===== config.mk =====
export PLATFORM = sky130hd
export DESIGN_NAME = tmds_encoder_flat
export DESIGN_NICKNAME = d
export VERILOG_FILES = /design/src/rtl/tmds_pkg.sv /design/src/rtl/tmds_encoder_if.sv /design/src/rtl/tmds_enc_ch.sv /design/src/rtl/tmds_encoder.sv /design/src/flat_wrapper.sv
export SDC_FILE = /design/constraint.sdc
export NUM_CORES = 1
export LEC_CHECK = 0
export CELL_PAD_IN_SITES_DETAIL_PLACEMENT = 2
export CELL_PAD_IN_SITES_GLOBAL_PLACEMENT = 2
export CORE_ASPECT_RATIO = 0.75
export CORE_MARGIN = 10
export CORE_UTILIZATION = 39
export CTS_CLUSTER_DIAMETER = 80
export DETAILED_ROUTE_END_ITERATION = 16
export PLACE_DENSITY = 0.89
export SYNTH_ARGS = -nofsm -noshare
export SYNTH_HDL_FRONTEND = slang
export SYNTH_SLANG_ARGS = --single-unit
export TNS_END_PERCENT = 1

===== constraint.sdc =====
create_clock -name PCK -period 11.7 [get_ports PCK]
set_input_delay 1.17 -clock PCK [delete_from_list [all_inputs] [get_ports PCK]]
set_output_delay 1.17 -clock PCK [all_outputs]
set_load 0.01 [all_outputs]

===== src/rtl/tmds_pkg.sv =====
// Shared constants, types and helpers for the TMDS pixel encoder.
// TMDS_GUARD_BAND_EN selects the guard-band build, which raises LATENCY from 2 to 4.
package tmds_pkg;

  localparam logic [9:0] CtrlTok00 = 10'h354;
  localparam logic [9:0] CtrlTok01 = 10'h0AB;
  localparam logic [9:0] CtrlTok10 = 10'h154;
  localparam logic [9:0] CtrlTok11 = 10'h2AB;

  localparam logic [9:0] GuardCh0 = 10'h2CC;
  localparam logic [9:0] GuardCh1 = 10'h133;
  localparam logic [9:0] GuardCh2 = 10'h2CC;

`ifdef TMDS_GUARD_BAND_EN
  localparam int unsigned LATENCY = 4;
`else
  localparam int unsigned LATENCY = 2;
`endif

  typedef logic signed [4:0] disp_t;

  typedef struct packed {
    logic [7:0] r;
    logic [7:0] g;
    logic [7:0] b;
    logic       de;
    logic       hs;
    logic       vs;
  } pix_t;

  function automatic logic [9:0] ctrl_token(input logic c1, input logic c0);
    logic [9:0] tok;
    unique case ({c1, c0})
      2'b00:   tok = CtrlTok00;
      2'b01:   tok = CtrlTok01;
      2'b10:   tok = CtrlTok10;
      default: tok = CtrlTok11;
    endcase
    return tok;
  endfunction

  function automatic logic [3:0] popcount8(input logic [7:0] d);
    logic [3:0] n;
    n = 4'd0;
    for (int i = 0; i < 8; i++) begin
      n = n + {3'b000, d[i]};
    end
    return n;
  endfunction

endpackage


===== src/rtl/tmds_encoder_if.sv =====
// Pixel-side bundle: RGB, enable and syncs in, three TMDS symbols out.
interface tmds_encoder_if;
  logic [7:0] VGA_R;
  logic [7:0] VGA_G;
  logic [7:0] VGA_B;
  logic       VGA_DISPLAY_EN;
  logic       VGA_HSYNC;
  logic       VGA_VSYNC;
  logic [9:0] TMDS_CH0;
  logic [9:0] TMDS_CH1;
  logic [9:0] TMDS_CH2;

  modport master (
    output VGA_R, VGA_G, VGA_B, VGA_DISPLAY_EN, VGA_HSYNC, VGA_VSYNC,
    input  TMDS_CH0, TMDS_CH1, TMDS_CH2
  );

  modport slave (
    input  VGA_R, VGA_G, VGA_B, VGA_DISPLAY_EN, VGA_HSYNC, VGA_VSYNC,
    output TMDS_CH0, TMDS_CH1, TMDS_CH2
  );
endinterface


===== src/rtl/tmds_enc_ch.sv =====
// One TMDS channel: transition minimisation, then DC balance with a running disparity.
// GB replaces the control token with GuardToken in the current control slot.
module tmds_enc_ch
  import tmds_pkg::*;
#(
  parameter logic [9:0] GuardToken = 10'h2CC
) (
  input  logic       PCK,
  input  logic       RST,
  input  logic [7:0] D,
  input  logic       DE,
  input  logic       C1,
  input  logic       C0,
  input  logic       GB,
  output logic [9:0] Q
);

  logic [8:0] qm_d, qm_q;
  logic       de_q;
  logic [1:0] c_q;
  logic [3:0] n1_in;

  always_comb begin
    logic use_xnor;
    n1_in    = popcount8(D);
    use_xnor = (n1_in > 4'd4) || ((n1_in == 4'd4) && !D[0]);
    qm_d     = '0;
    qm_d[0]  = D[0];
    for (int i = 1; i < 8; i++) begin
      qm_d[i] = use_xnor ? ~(qm_d[i-1] ^ D[i]) : (qm_d[i-1] ^ D[i]);
    end
    qm_d[8] = ~use_xnor;
  end

  always_ff @(posedge PCK) begin
    if (!RST) begin
      qm_q <= '0;
      de_q <= 1'b0;
      c_q  <= 2'b00;
    end else begin
      qm_q <= qm_d;
      de_q <= DE;
      c_q  <= {C1, C0};
    end
  end

  logic [3:0]        n1, n0;
  logic signed [5:0] diff, cnt6, two_qm8, two_nqm8, sum;
  logic [9:0]        q_d, q_q;
  disp_t             cnt_d, cnt_q;
  logic              cnt_pos, cnt_neg;

  always_comb begin
    n1       = popcount8(qm_q[7:0]);
    n0       = 4'd8 - n1;
    diff     = $signed({2'b00, n1}) - $signed({2'b00, n0});
    cnt6     = {cnt_q[4], cnt_q};
    two_qm8  = {3'b000, qm_q[8], 2'b00} >>> 1;
    two_nqm8 = {3'b000, ~qm_q[8], 2'b00} >>> 1;
    cnt_pos  = !cnt_q[4] && (cnt_q != '0);
    cnt_neg  = cnt_q[4];
    sum      = '0;
    q_d      = q_q;
    cnt_d    = cnt_q;
    if (!de_q) begin
      q_d   = GB ? GuardToken : ctrl_token(c_q[1], c_q[0]);
      cnt_d = '0;
    end else if ((cnt_q == '0) || (n1 == n0)) begin
      q_d   = {~qm_q[8], qm_q[8], qm_q[8] ? qm_q[7:0] : ~qm_q[7:0]};
      sum   = qm_q[8] ? (cnt6 + diff) : (cnt6 - diff);
      cnt_d = disp_t'(sum[4:0]);
    end else if ((cnt_pos && (n1 > n0)) || (cnt_neg && (n0 > n1))) begin
      q_d   = {1'b1, qm_q[8], ~qm_q[7:0]};
      sum   = cnt6 + two_qm8 - diff;
      cnt_d = disp_t'(sum[4:0]);
    end else begin
      q_d   = {1'b0, qm_q[8], qm_q[7:0]};
      sum   = cnt6 + diff - two_nqm8;
      cnt_d = disp_t'(sum[4:0]);
    end
  end

  always_ff @(posedge PCK) begin
    if (!RST) begin
      q_q   <= CtrlTok00;
      cnt_q <= '0;
    end else begin
      q_q   <= q_d;
      cnt_q <= cnt_d;
    end
  end

  assign Q = q_q;

endmodule


===== src/rtl/tmds_encoder.sv =====
// Three-channel TMDS encoder: CH0 blue+sync, CH1 green, CH2 red.
// With TMDS_GUARD_BAND_EN, two look-ahead registers let guard bands precede active video.
module tmds_encoder
  import tmds_pkg::*;
(
  input logic           PCK,
  input logic           RST,
  tmds_encoder_if.slave vga
);

  pix_t pix_in, pix;
  logic guard;

  always_comb begin
    pix_in    = '0;
    pix_in.r  = vga.VGA_R;
    pix_in.g  = vga.VGA_G;
    pix_in.b  = vga.VGA_B;
    pix_in.de = vga.VGA_DISPLAY_EN;
    pix_in.hs = vga.VGA_HSYNC;
    pix_in.vs = vga.VGA_VSYNC;
  end

`ifdef TMDS_GUARD_BAND_EN
  pix_t       d1_q, d2_q;
  logic       de_s1_q;
  logic [2:0] vld_q;

  // de_s1_q mirrors the channels' stage-1 enable; vld_q keeps reset-fill slots as plain tokens.
  always_ff @(posedge PCK) begin
    if (!RST) begin
      d1_q    <= '0;
      d2_q    <= '0;
      de_s1_q <= 1'b0;
      vld_q   <= 3'b000;
    end else begin
      d1_q    <= pix_in;
      d2_q    <= d1_q;
      de_s1_q <= d2_q.de;
      vld_q   <= {vld_q[1:0], 1'b1};
    end
  end

  assign pix   = d2_q;
  assign guard = vld_q[2] && !de_s1_q && (d2_q.de || d1_q.de);
`else
  assign pix   = pix_in;
  assign guard = 1'b0;
`endif

  tmds_enc_ch #(
    .GuardToken(GuardCh0)
  ) u_ch0 (
    .PCK(PCK),
    .RST(RST),
    .D  (pix.b),
    .DE (pix.de),
    .C1 (pix.vs),
    .C0 (pix.hs),
    .GB (guard),
    .Q  (vga.TMDS_CH0)
  );

  tmds_enc_ch #(
    .GuardToken(GuardCh1)
  ) u_ch1 (
    .PCK(PCK),
    .RST(RST),
    .D  (pix.g),
    .DE (pix.de),
    .C1 (1'b0),
    .C0 (1'b0),
    .GB (guard),
    .Q  (vga.TMDS_CH1)
  );

  tmds_enc_ch #(
    .GuardToken(GuardCh2)
  ) u_ch2 (
    .PCK(PCK),
    .RST(RST),
    .D  (pix.r),
    .DE (pix.de),
    .C1 (1'b0),
    .C0 (1'b0),
    .GB (guard),
    .Q  (vga.TMDS_CH2)
  );

endmodule


===== src/flat_wrapper.sv =====
// flat-port wrapper written by rule: the top's interface ports become plain ports
module tmds_encoder_flat import tmds_pkg::*;
  (PCK, RST, vga_VGA_R, vga_VGA_G, vga_VGA_B, vga_VGA_DISPLAY_EN, vga_VGA_HSYNC, vga_VGA_VSYNC, vga_TMDS_CH0, vga_TMDS_CH1, vga_TMDS_CH2);
  tmds_encoder_if vga_i ();
  input logic PCK;
  input logic RST;
  input wire logic [$bits(vga_i.VGA_R)-1:0] vga_VGA_R;
  input wire logic [$bits(vga_i.VGA_G)-1:0] vga_VGA_G;
  input wire logic [$bits(vga_i.VGA_B)-1:0] vga_VGA_B;
  input wire logic [$bits(vga_i.VGA_DISPLAY_EN)-1:0] vga_VGA_DISPLAY_EN;
  input wire logic [$bits(vga_i.VGA_HSYNC)-1:0] vga_VGA_HSYNC;
  input wire logic [$bits(vga_i.VGA_VSYNC)-1:0] vga_VGA_VSYNC;
  output wire logic [$bits(vga_i.TMDS_CH0)-1:0] vga_TMDS_CH0;
  output wire logic [$bits(vga_i.TMDS_CH1)-1:0] vga_TMDS_CH1;
  output wire logic [$bits(vga_i.TMDS_CH2)-1:0] vga_TMDS_CH2;
  assign vga_i.VGA_R = vga_VGA_R;
  assign vga_i.VGA_G = vga_VGA_G;
  assign vga_i.VGA_B = vga_VGA_B;
  assign vga_i.VGA_DISPLAY_EN = vga_VGA_DISPLAY_EN;
  assign vga_i.VGA_HSYNC = vga_VGA_HSYNC;
  assign vga_i.VGA_VSYNC = vga_VGA_VSYNC;
  assign vga_TMDS_CH0 = vga_i.TMDS_CH0;
  assign vga_TMDS_CH1 = vga_i.TMDS_CH1;
  assign vga_TMDS_CH2 = vga_i.TMDS_CH2;
  tmds_encoder u_core (.PCK(PCK), .RST(RST), .vga(vga_i));
endmodule

==> results of run 1 <==
[state kept, by name, summed over array words and instances (netlist names), 5 cells and up]
signal,count
u_core.u_ch2.Q,10
u_core.u_ch1.Q,10
u_core.u_ch2.cnt_q,5
u_core.u_ch0.qm_q,9
u_core.u_ch1.qm_q,9
u_core.u_ch0.cnt_q,5
u_core.u_ch0.Q,10
u_core.u_ch1.cnt_q,5
u_core.u_ch2.qm_q,9
[logic make-up (layout without fill, tap and decap cells)]
| logic type | Yosys count | count (layout) |
|---|---|---|
| buffers and inverters | 134 | 197 |
| muxes | 7 | 7 |
| DFF | 75 | 75 |
| xor gates and xnor gates | 82 | 82 |
| AOI/OAI and AO/OA | 94 | 94 |
| adders and majority gates | 94 | 94 |
| and+or+nand+nor | 127 | 127 |
[cells in the final DEF, fill, tap and decap left out, drive strengths merged, types with 2 or more instances in the layout]
cell type and instances:
a21o 7, a21oi 26, a221oi 2, a22o 2, a2bb2oi 2, a311oi 2, a31oi 3, a32o 3
and2 16, and3 3, buf 2, bufinv 2, clkbuf 10, clkdlybuf4s50 58, dfxtp 75, fa 36
ha 58, inv 123, mux2i 7, nand2 19, nand3 6, nor2 40, nor2b 3, nor3 20
nor3b 8, nor4 3, o2111ai 2, o211ai 4, o21ai 21, o22ai 6, o311ai 4, o32ai 2
or2 5, or3 2, xnor2 63, xor2 19
[cell type report]
class / instances / area share, %
clock buffer: 10 / 3.586
timing repair buffer: 60 / 8.936
sequential: 75 / 22.53
inverter: 121 / 6.814
clock inverter: 6 / 1.445
multi-input combinational: 404 / 53.41
tap: 175 / 3.285
[how the worst max path moves through the flow]
stage / from / slack, ns / end / cells after the start
after CTS: u_core.u_ch2.qm_q[0] / 6.62 / u_core.u_ch2.cnt_q[3] / 16
final: u_core.u_ch2.qm_q[1] / 6.65 / u_core.u_ch2.cnt_q[3] / 16
after floorplan: u_core.u_ch2.qm_q[0] / 7.17 / u_core.u_ch2.cnt_q[3] / 16
after detailed placement: vga_VGA_G[0] / 6.57 / u_core.u_ch1.qm_q[5] / 13
after global routing: u_core.u_ch2.qm_q[0] / 6.36 / u_core.u_ch2.cnt_q[3] / 16
after global placement: vga_VGA_R[0] / 6.73 / u_core.u_ch2.qm_q[5] / 13
[worst max-delay path, stage by stage (launching register included)]
cell and delay [ns]:
dfxtp_1 0.33, inv_1 0.08, fa_1 0.51, fa_1 0.53, fa_1 0.56, inv_1 0.06
ha_1 0.23, fa_1 0.64, inv_1 0.13, ha_1 0.24, inv_1 0.11, fa_1 0.48
xnor2_1 0.24, or3_1 0.37, o311ai_1 0.10, o211ai_1 0.13, a22o_1 0.20
[per-stage QoR]
| stage | hold WS [ns] | utilization (%) | instance area, µm² |
|---|---|---|---|
| 2_1_floorplan | 0.4515 | - | 5575 |
| 3_3_place_gp | 0.4860 | 45.73 | 6330 |
| 3_5_place_dp | 0.4978 | 45.73 | 6330 |
| 4_1_cts | 0.5218 | 48.15 | 6665 |
| 6_report | 0.5226 | 48.15 | 6665 |
| 5_1_grt | 0.5346 | 48.15 | 6665 |
[per-layer routing]
metal / GRT usage (%) / share of wire (%) / up-vias
met5: 0 / 0 / -
met4: 5.370 / 1.7 / 0
met3: 4.476 / 3.4 / 24
met2: 35.64 / 51 / 82
met1: 23.05 / 44 / 2258
li1: - / - / 2080
==> impl_metrics.env, run 1 <==
export IMPL_drive_gt1_share_pct=5.473
export IMPL_critPathKind="reg -> reg"
export IMPL_hold_viol_final=0
export IMPL_status="finished, final reports clean"
export IMPL_io_pins=59
export IMPL_worstSetupEndpointType="flip-flop"
export IMPL_path_clk_slew_ns=0.07
export IMPL_stdcell_count=851
export IMPL_netlist_instances=613
export IMPL_cap_violations=0
export IMPL_timing_final_ws_setup_ns=6.649
export IMPL_finalSetupViolations=0
export IMPL_synth_top_area_share_pct=26.93
export IMPL_fillers=1484
export IMPL_grt_setup_unrepaired="false"
export IMPL_grt_antenna_before_repair=0
export IMPL_gp_congestion=0.8572
export IMPL_yosys_area_top_type="dfxtp_1"
export IMPL_via_per_inst=5.222
export IMPL_nets=794
export IMPL_seq_area_um2=1501
export IMPL_synth_top_family_by_area="adder cells"
export IMPL_finClkSkew_ns=0.009690
export IMPL_die_w_um=158.1
export IMPL_hold_class="reg -> reg"
export IMPL_rows=37
export IMPL_grt_pass1_wl_um=29720
export IMPL_setup_tns_ns=0
export IMPL_diodes=0
export IMPL_synth_xor_area_share_pct=13.42
export IMPL_dp_hpwl_um=13640
export IMPL_worstSkewPairLatency_ns=0.35
export IMPL_drt_iter0_drc=177
export IMPL_grt_pass1_vias=5323
export IMPL_vias=4444
export IMPL_hold_end="u_core.u_ch0.cnt_q[0]"
export IMPL_gr_total_overflow=0
export IMPL_routed_wl_um=18290
export IMPL_synthMuxAreaShare_pct=1.257
export IMPL_dp_slack_ns=6.571
export IMPL_async_reset_ff_share_pct=0
export IMPL_ys_types=60
export IMPL_clock_sinks=75
export IMPL_ctsHtreeMaxLevel=3
export IMPL_synth_area_top_cells="dfxtp_1 27%, ha_1 13%, fa_1 13%, xnor2_1 9.4%, inv_1 7.9%"
export IMPL_cts_buffers_inserted=9
export IMPL_cts_tree="yes"
export IMPL_coreArea_um2=13840
export IMPL_rr_worst_depth=16
export IMPL_max_freq_ghz=0.1980
export IMPL_synth_ff_type="dfxtp_1"
export IMPL_drv_slew=0
export IMPL_cts_buffer_depth=2
export IMPL_synth_cell_area_um2=5575
export IMPL_postCtsSetupBuffers=0
export IMPL_drt_pass1_iter_count=4
export IMPL_post_drt_wl_per_cell_um=21.49
export IMPL_worst_r2r_setup_slack_ns=6.65
export IMPL_synth_fa_ha_area_share_pct=25.94
export IMPL_multi_input_area_um2=3560
export IMPL_critPathMaxFanout=5
export IMPL_yosys_warnings=0
export IMPL_postRouteAntennaNets=0
export IMPL_synth_edf_count=0
export IMPL_dp_cells=835
export IMPL_crit_required_ns=11.94
export IMPL_ctsResizeCount=0
export IMPL_slew_headroom_pct=30.40
export IMPL_synth_area_per_cell_um2=9.095
export IMPL_syn_nets=736
export IMPL_ys_ff_latch=75
export IMPL_synthToLayoutAreaGrowth_pct=19.55
export IMPL_start_util_pct=40.28
export IMPL_die_y_um=123.5
export IMPL_regToRegEndpoint="u_core.u_ch2.cnt_q[3]"
export IMPL_cp_start_kind="flip-flop"
export IMPL_clock_root_buffer="clkbuf_16"
export IMPL_tightest_slew_ns=1.044
export IMPL_place_port_buffers=58
export IMPL_track_usage_pct=19.71
export IMPL_holdPathStages=1
export IMPL_post_route_period_util_pct=43.17
export IMPL_min_delay_start="u_core.u_ch0.cnt_q[0]"
export IMPL_grt_max_degree=23
export IMPL_synth_simple_area_share_pct=11.45
export IMPL_synth_commonest_cells="117 x inv_1, 75 x dfxtp_1, 60 x xnor2_1, 58 x ha_1, 39 x nor2_1"
export IMPL_dieArea_um2=19530
export IMPL_r2r_start="u_core.u_ch2.qm_q[1]"
export IMPL_drc=0
export IMPL_synth_compound_area_share_pct=11.78
export IMPL_ctsHoldBuffers=0
export IMPL_cp_arrival_ns=5.29
export IMPL_seq_area_frac_synth_pct=26.93
export IMPL_yosysMostFrequentCell="inv_1"
export IMPL_layout_min_cycle_time_ns=5.051
Power of run 1 is left out: the tool's default activity adds up to more than one toggle a clock period on the data nets, which glitch-free logic cannot reach.
==> inputs of run 2 (changes only) <==
- CORE_UTILIZATION: 39 -> 32
- PLACE_DENSITY: 0.89 -> 0.78
- clock period: 11.7 -> 4.4 ns (I/O delays scaled with it)
==> run 2 against run 1 <==
The flow now finishes with violations (setup timing). Global-route usage fell by 4.7 points. Non-clock buffer count rose by 36. Fmax rose by 11%. Count of clock-buffer cells in the layout did not move. Routed wire length fell by 7.4%. Via count rose by 1.8%. Final cell count rose by 11%. Worst hold slack got worse by 0.016 ns. Die area rose by 19%. Utilization fell by 6.3 points. Final area rose by 6.6%. Largest cell class unchanged.
==> impl_metrics.env, run 2 (synthesis gave the netlist of run 1 again) <==
export IMPL_status="complete, but fails checks"
export IMPL_violations="setup timing"
export IMPL_die_y_um=134.3
export IMPL_timing_final_ws_setup_ns=-0.1459
export IMPL_track_usage_pct=14.98
export IMPL_worstSetupEndpointType="flip-flop"
export IMPL_drt_pass1_iter_count=4
export IMPL_grt_max_degree=23
export IMPL_dp_hpwl_um=13610
export IMPL_grt_pass1_wl_um=27430
export IMPL_layout_common_cells="112 x inv_1, 71 x dfxtp_1, 58 x clkdlybuf4s50_1"
export IMPL_coreArea_um2=16980
export IMPL_slew_headroom_pct=43.54
export IMPL_diodes=0
export IMPL_drt_iter0_drc=114
export IMPL_cp_arrival_ns=4.79
export IMPL_worst_hold_slack_ns=0.5062
export IMPL_layout_commonest_cell="inv_1"
export IMPL_dieArea_um2=23160
export IMPL_cts_buffer_depth=2
export IMPL_gp_congestion=0.8364
export IMPL_regToRegEndpoint="u_core.u_ch2.cnt_q[3]"
export IMPL_grt_pass1_vias=5204
export IMPL_finClkSkew_ns=0.007145
export IMPL_synthToLayoutAreaGrowth_pct=27.40
export IMPL_cap_violations=0
export IMPL_grtUsageMet3_pct=3.254
export IMPL_cp_buffers_inverters=5
export IMPL_worst_r2r_setup_slack_ns=-0.15
export IMPL_grt_antenna_before_repair=0
export IMPL_cpMostUsedCell="fa_1"
export IMPL_setup_tns_ns=-0.1776
export IMPL_drc=0
export IMPL_r2r_start="u_core.u_ch2.qm_q[0]"
export IMPL_place_port_buffers=58
export IMPL_drive_gt1_share_pct=13.76
export IMPL_clock_root_buffer="clkbuf_16"
export IMPL_path_clk_slew_ns=0.07
export IMPL_layout_min_cycle_time_ns=4.546
export IMPL_worstSkewPairLatency_ns=0.36
export IMPL_tightest_slew_ns=0.8397
export IMPL_cp_slowest_cell="fa_2"
export IMPL_post_drt_wl_per_cell_um=17.86
export IMPL_nets=830
export IMPL_grt_setup_unrepaired="true"
export IMPL_cp_start_kind="flip-flop"
export IMPL_crit_chain="inv_2 -> fa_1 -> fa_1 -> fa_1 -> inv_1 -> ha_2 -> fa_2 -> inv_4 -> ha_4 -> inv_2 -> fa_2 -> xnor2_2 -> buf_4 -> or3_1 -> o21ai_1 -> a21oi_1 -> a22o_1"
export IMPL_rows=41
export IMPL_max_freq_ghz=0.2200
export IMPL_critPathCapture="u_core.u_ch2.cnt_q[3]"
export IMPL_ctsHoldBuffers=0
export IMPL_vias=4522
export IMPL_routed_wl_um=16930
export IMPL_drv_slew=0
export IMPL_io_pins=59
export IMPL_cts_buffers_inserted=9
export IMPL_ctsHtreeMaxLevel=3
export IMPL_die_w_um=172.4
export IMPL_finalSetupViolations=2
export IMPL_hold_class="reg -> reg"
export IMPL_post_route_period_util_pct=103.3
export IMPL_via_per_inst=4.770
export IMPL_cts_tree="yes"
export IMPL_clock_sinks=75
export IMPL_cp_depth=17
export IMPL_crit_family="adder cells"
export IMPL_start_util_pct=32.83
export IMPL_postRouteAntennaNets=0
export IMPL_rr_worst_depth=17
export IMPL_cpPeakStageDelay_ns=0.62
export IMPL_met1_usage_pct=17.03
export IMPL_crit_required_ns=4.64
export IMPL_critPathMaxFanout=3
export IMPL_crit_start="u_core.u_ch2.qm_q[0]"
export IMPL_met2_usage_pct=27.34
export IMPL_critPathKind="reg -> reg"
export IMPL_gr_total_overflow=0
export IMPL_hold_viol_final=0
export IMPL_busiest_layer="met2"
[run 2: cell types whose count changed in the layout (fill, tap and decap cells not counted), sizes merged]
cell and change:
buf +36, bufinv -1, clkinvlp +1
[run 2: how the worst min path moves through the flow]
stage | end | start | cells past startpoint | slack, ns
2_1_floorplan | u_core.u_ch2.cnt_q[0] | u_core.u_ch2.cnt_q[0] | 1 | 0.45
3_3_place_gp | u_core.u_ch0.cnt_q[0] | u_core.u_ch0.cnt_q[0] | 1 | 0.49
3_5_place_dp | u_core.u_ch0.cnt_q[0] | u_core.u_ch0.cnt_q[0] | 1 | 0.50
4_1_cts | u_core.u_ch0.cnt_q[0] | u_core.u_ch0.cnt_q[0] | 1 | 0.51
5_1_grt | u_core.u_ch0.cnt_q[0] | u_core.u_ch0.cnt_q[0] | 1 | 0.53
6_report | u_core.u_ch0.cnt_q[0] | u_core.u_ch0.cnt_q[0] | 1 | 0.51
[run 2: metrics by stage]
stage | instance area (µm²) | worst slack [ns] | util (%) | instances
after floorplan | 5614 | 0.002015 | - | 613
after CTS | 7037 | -0.1716 | 41.44 | 946
after global placement | 6655 | -0.02780 | 39.19 | 924
final | 7103 | -0.1459 | 41.83 | 948
after global routing | 7103 | -0.2980 | 41.83 | 948
after detailed placement | 6655 | -0.2067 | 39.19 | 924
[run 2: layout make-up]
type / count / area (µm²)
clock buffer: 10 / 229.0
clock inverter: 6 / 73.82
fill: 1851 / 9877
inverter: 121 / 456.7
multi-input combinational: 404 / 3665
sequential: 75 / 1506
tap: 236 / 295.3
timing repair buffer: 96 / 877.1
[run 2: worst reg2reg max path: stages, from the launching register on]
cell     delay (ns)
dfxtp_2        0.34
inv_2          0.04
fa_1           0.55
fa_1           0.43
fa_1           0.49
inv_1          0.05
ha_2           0.20
fa_2           0.62
inv_4          0.07
ha_4           0.16
inv_2          0.06
fa_2           0.46
xnor2_2        0.17
buf_4          0.14
or3_1          0.30
o21ai_1        0.08
a21oi_1        0.08
a22o_1         0.20
[run 2: timing repair]
item / 4_1_cts / 5_1_grt
pin swaps: 12 / 10
cloned: 1 / 0
buffers inserted: 5 / 2
endpoints found under the setup margin: 15 / 23
gates resized for setup: 12 / 14
hold endpoints to repair: 0 / 0
[run 2: layer usage]
layer | vias up | routed length (µm)
li1 | 2158 | -
met1 | 2278 | 7221
met2 | 70 | 8783
met3 | 16 | 667
met4 | 0 | 262
met5 | - | 0
Power of run 2 is left out for the same reason.
==> inputs of run 3 (changes only) <==
- CORE_UTILIZATION: 32 -> 40
- PLACE_DENSITY: 0.78 -> 0.9
- SYNTH_HIERARCHICAL: default -> 1
- clock period: 4.4 -> 5.54 ns (I/O delays scaled with it)
==> run 3 against run 2 <==
The flow now finishes without violations. Area after synthesis increased by 11%. Worst hold slack got worse by 0.012 ns. Global-route usage increased by 5.3 points. Via count increased by 14%. Critical path type unchanged. Critical endpoint is now u_core/u_ch1/cnt_q[4]. Largest cell class unchanged.
==> impl_metrics.env, run 3 <==
export IMPL_status="finished, final reports clean"
export IMPL_cp_start_kind="flip-flop"
export IMPL_diodes=0
export IMPL_dp_hpwl_um=15690
export IMPL_grt_antenna_before_repair=0
export IMPL_seq_area_frac_synth_pct=26.09
export IMPL_yosys_area_top_type="dfxtp_1"
export IMPL_cpMostUsedCell="fa_1"
export IMPL_synth_cell_area_um2=6216
export IMPL_cts_buffers_inserted=9
export IMPL_synth_area_per_cell_um2=9.101
export IMPL_layout_commonest_cell="inv_1"
export IMPL_postCtsSetupBuffers=0
export IMPL_cp_arrival_ns=5.02
export IMPL_path_clk_slew_ns=0.07
export IMPL_drt_pass1_iter_count=4
export IMPL_vias=5135
export IMPL_finalSetupViolations=0
export IMPL_finClkSkew_ns=0.007486
export IMPL_grt_pass1_vias=5937
export IMPL_nets=884
export IMPL_dpl_cell_area_um2=7042
export IMPL_rows=39
export IMPL_io_pins=59
export IMPL_drc=0
export IMPL_synth_top_area_share_pct=26.09
export IMPL_synth_ff_type="dfxtp_1"
export IMPL_cpPeakStageDelay_ns=0.58
export IMPL_async_reset_ff_share_pct=0
export IMPL_drv_slew=0
export IMPL_drt_iter0_drc=194
export IMPL_yosysMostFrequentCell="inv_1"
export IMPL_fillers=1635
export IMPL_hold_viol_final=0
export IMPL_cp_slowest_cell="fa_1"
export IMPL_routed_wl_um=20810
export IMPL_netlist_instances=683
export IMPL_gr_total_overflow=0
export IMPL_slew_headroom_pct=49.49
export IMPL_ctsResizeCount=0
export IMPL_layout_common_cells="120 x inv_1, 81 x dfxtp_1, 66 x ha_1"
export IMPL_grt_max_degree=38
export IMPL_track_usage_pct=20.26
export IMPL_gp_congestion=0.9133
export IMPL_max_freq_ghz=0.2106
export IMPL_die_y_um=128.0
export IMPL_crit_chain="inv_1 -> fa_1 -> fa_1 -> fa_1 -> inv_1 -> ha_1 -> fa_1 -> inv_1 -> ha_1 -> inv_1 -> fa_1 -> nor3b_1 -> nor3_1 -> xor2_1 -> nor3_1 -> nor3_1"
export IMPL_yosys_warnings=6
export IMPL_fin_area_um2=7338
export IMPL_clock_root_buffer="clkbuf_16"
export IMPL_cap_violations=0
export IMPL_postRouteAntennaNets=0
export IMPL_crit_required_ns=5.81
export IMPL_critPathKind="reg -> reg"
export IMPL_cts_buffer_depth=2
export IMPL_start_util_pct=40.83
export IMPL_worstSetupEndpointType="flip-flop"
export IMPL_grt_setup_unrepaired="false"
export IMPL_coreArea_um2=15220
export IMPL_tightest_slew_ns=0.7479
export IMPL_post_route_period_util_pct=85.73
export IMPL_via_per_inst=5.332
export IMPL_die_w_um=163.9
export IMPL_grt_pass1_wl_um=33470
export IMPL_ctsHoldBuffers=0
export IMPL_synthToLayoutAreaGrowth_pct=18.06
export IMPL_setup_tns_ns=0
export IMPL_synth_area_top_cells="dfxtp_1 26%, ha_1 13%, fa_1 12%, inv_1 7.2%, xnor2_1 6.6%"
export IMPL_synth_commonest_cells="120 x inv_1, 81 x dfxtp_1, 66 x ha_1, 47 x nor2_1, 47 x xnor2_1"
export IMPL_hold_class="reg -> reg"
export IMPL_cts_tree="yes"
export IMPL_dieArea_um2=20980
export IMPL_synth_edf_count=0
export IMPL_worstSkewPairLatency_ns=0.35
export IMPL_clock_sinks=81
export IMPL_drive_gt1_share_pct=5.541
export IMPL_post_drt_wl_per_cell_um=21.60
export IMPL_critPathMaxFanout=5
export IMPL_final_core_util_pct=48.20
export IMPL_layout_min_cycle_time_ns=4.749
export IMPL_place_port_buffers=58
export IMPL_ys_types=79
export IMPL_worst_r2r_setup_slack_ns=0.79
export IMPL_worst_hold_slack_ns=0.4946
export IMPL_ys_ff_latch=81
export IMPL_ctsHtreeMaxLevel=3
## run 3: cell count changes after synthesis, moves of 5 or more
cell and delta:
a211oi_1 +5, and4_1 +5, dfxtp_1 +6, ha_1 +8, nor2_1 +8, nor3_1 +6
o31ai_1 +12, xnor2_1 -13
## run 3: cells by family after synthesis
kind of cell	share of synthesized area, %
and+or+nand+nor	14.25
adders and majority gates	24.88
DFF	26.09
other	0.06033
xor gates and xnor gates	9.863
muxes	0.6441
buffers and inverters	8.977
AOI/OAI and AO/OA	15.24
## run 3: cell type report
type	count	area, µm²	share of cell area, %
Clock buffer	9	225.2	3.069
Clock inverter	7	71.32	0.9719
Inverter	123	464.2	6.326
Multi-Input combinational cell	477	4096	55.82
Sequential cell	81	1622	22.10
Tap cell	205	256.5	3.495
Timing Repair Buffer	61	603.1	8.218
## run 3: worst max-delay path, delay by kind of cell (launching register included)
family	cells	cell delay, ns
xor+xnor	1	0.21
fa+ha+maj	7	3.09
buf+inv	4	0.37
flops	1	0.35
simple gates	4	0.66
## run 3: routing by layer
metal	vias to the layer above	part of all wire, %	track usage, %
met2	111	51	36.37
li1	2390	-	-
met1	2608	43	23.90
met4	0	1.6	5.401
met3	26	4.1	4.332
met5	-	0	0
## run 3: worst paths after layout
| path | startpoint | end | cells past startpoint |
|---|---|---|---|
| max | u_core/u_ch1/qm_q[0] | u_core/u_ch1/cnt_q[4] | 16 |
| min | u_core/u_ch0/cnt_q[0] | u_core/u_ch0/cnt_q[0] | 1 |
| max reg2reg | u_core/u_ch1/qm_q[0] | u_core/u_ch1/cnt_q[4] | 16 |
| min reg2reg | u_core/u_ch0/cnt_q[0] | u_core/u_ch0/cnt_q[0] | 1 |
## run 3: metrics by stage
step                std cells  setup WS (ns)
floorplan                 699          1.422
global placement          947          1.110
detailed placement        947         0.8786
CTS                       963         0.8212
global route              963         0.5828
finish                    963         0.7908
Power of run 3 is left out for the same reason.
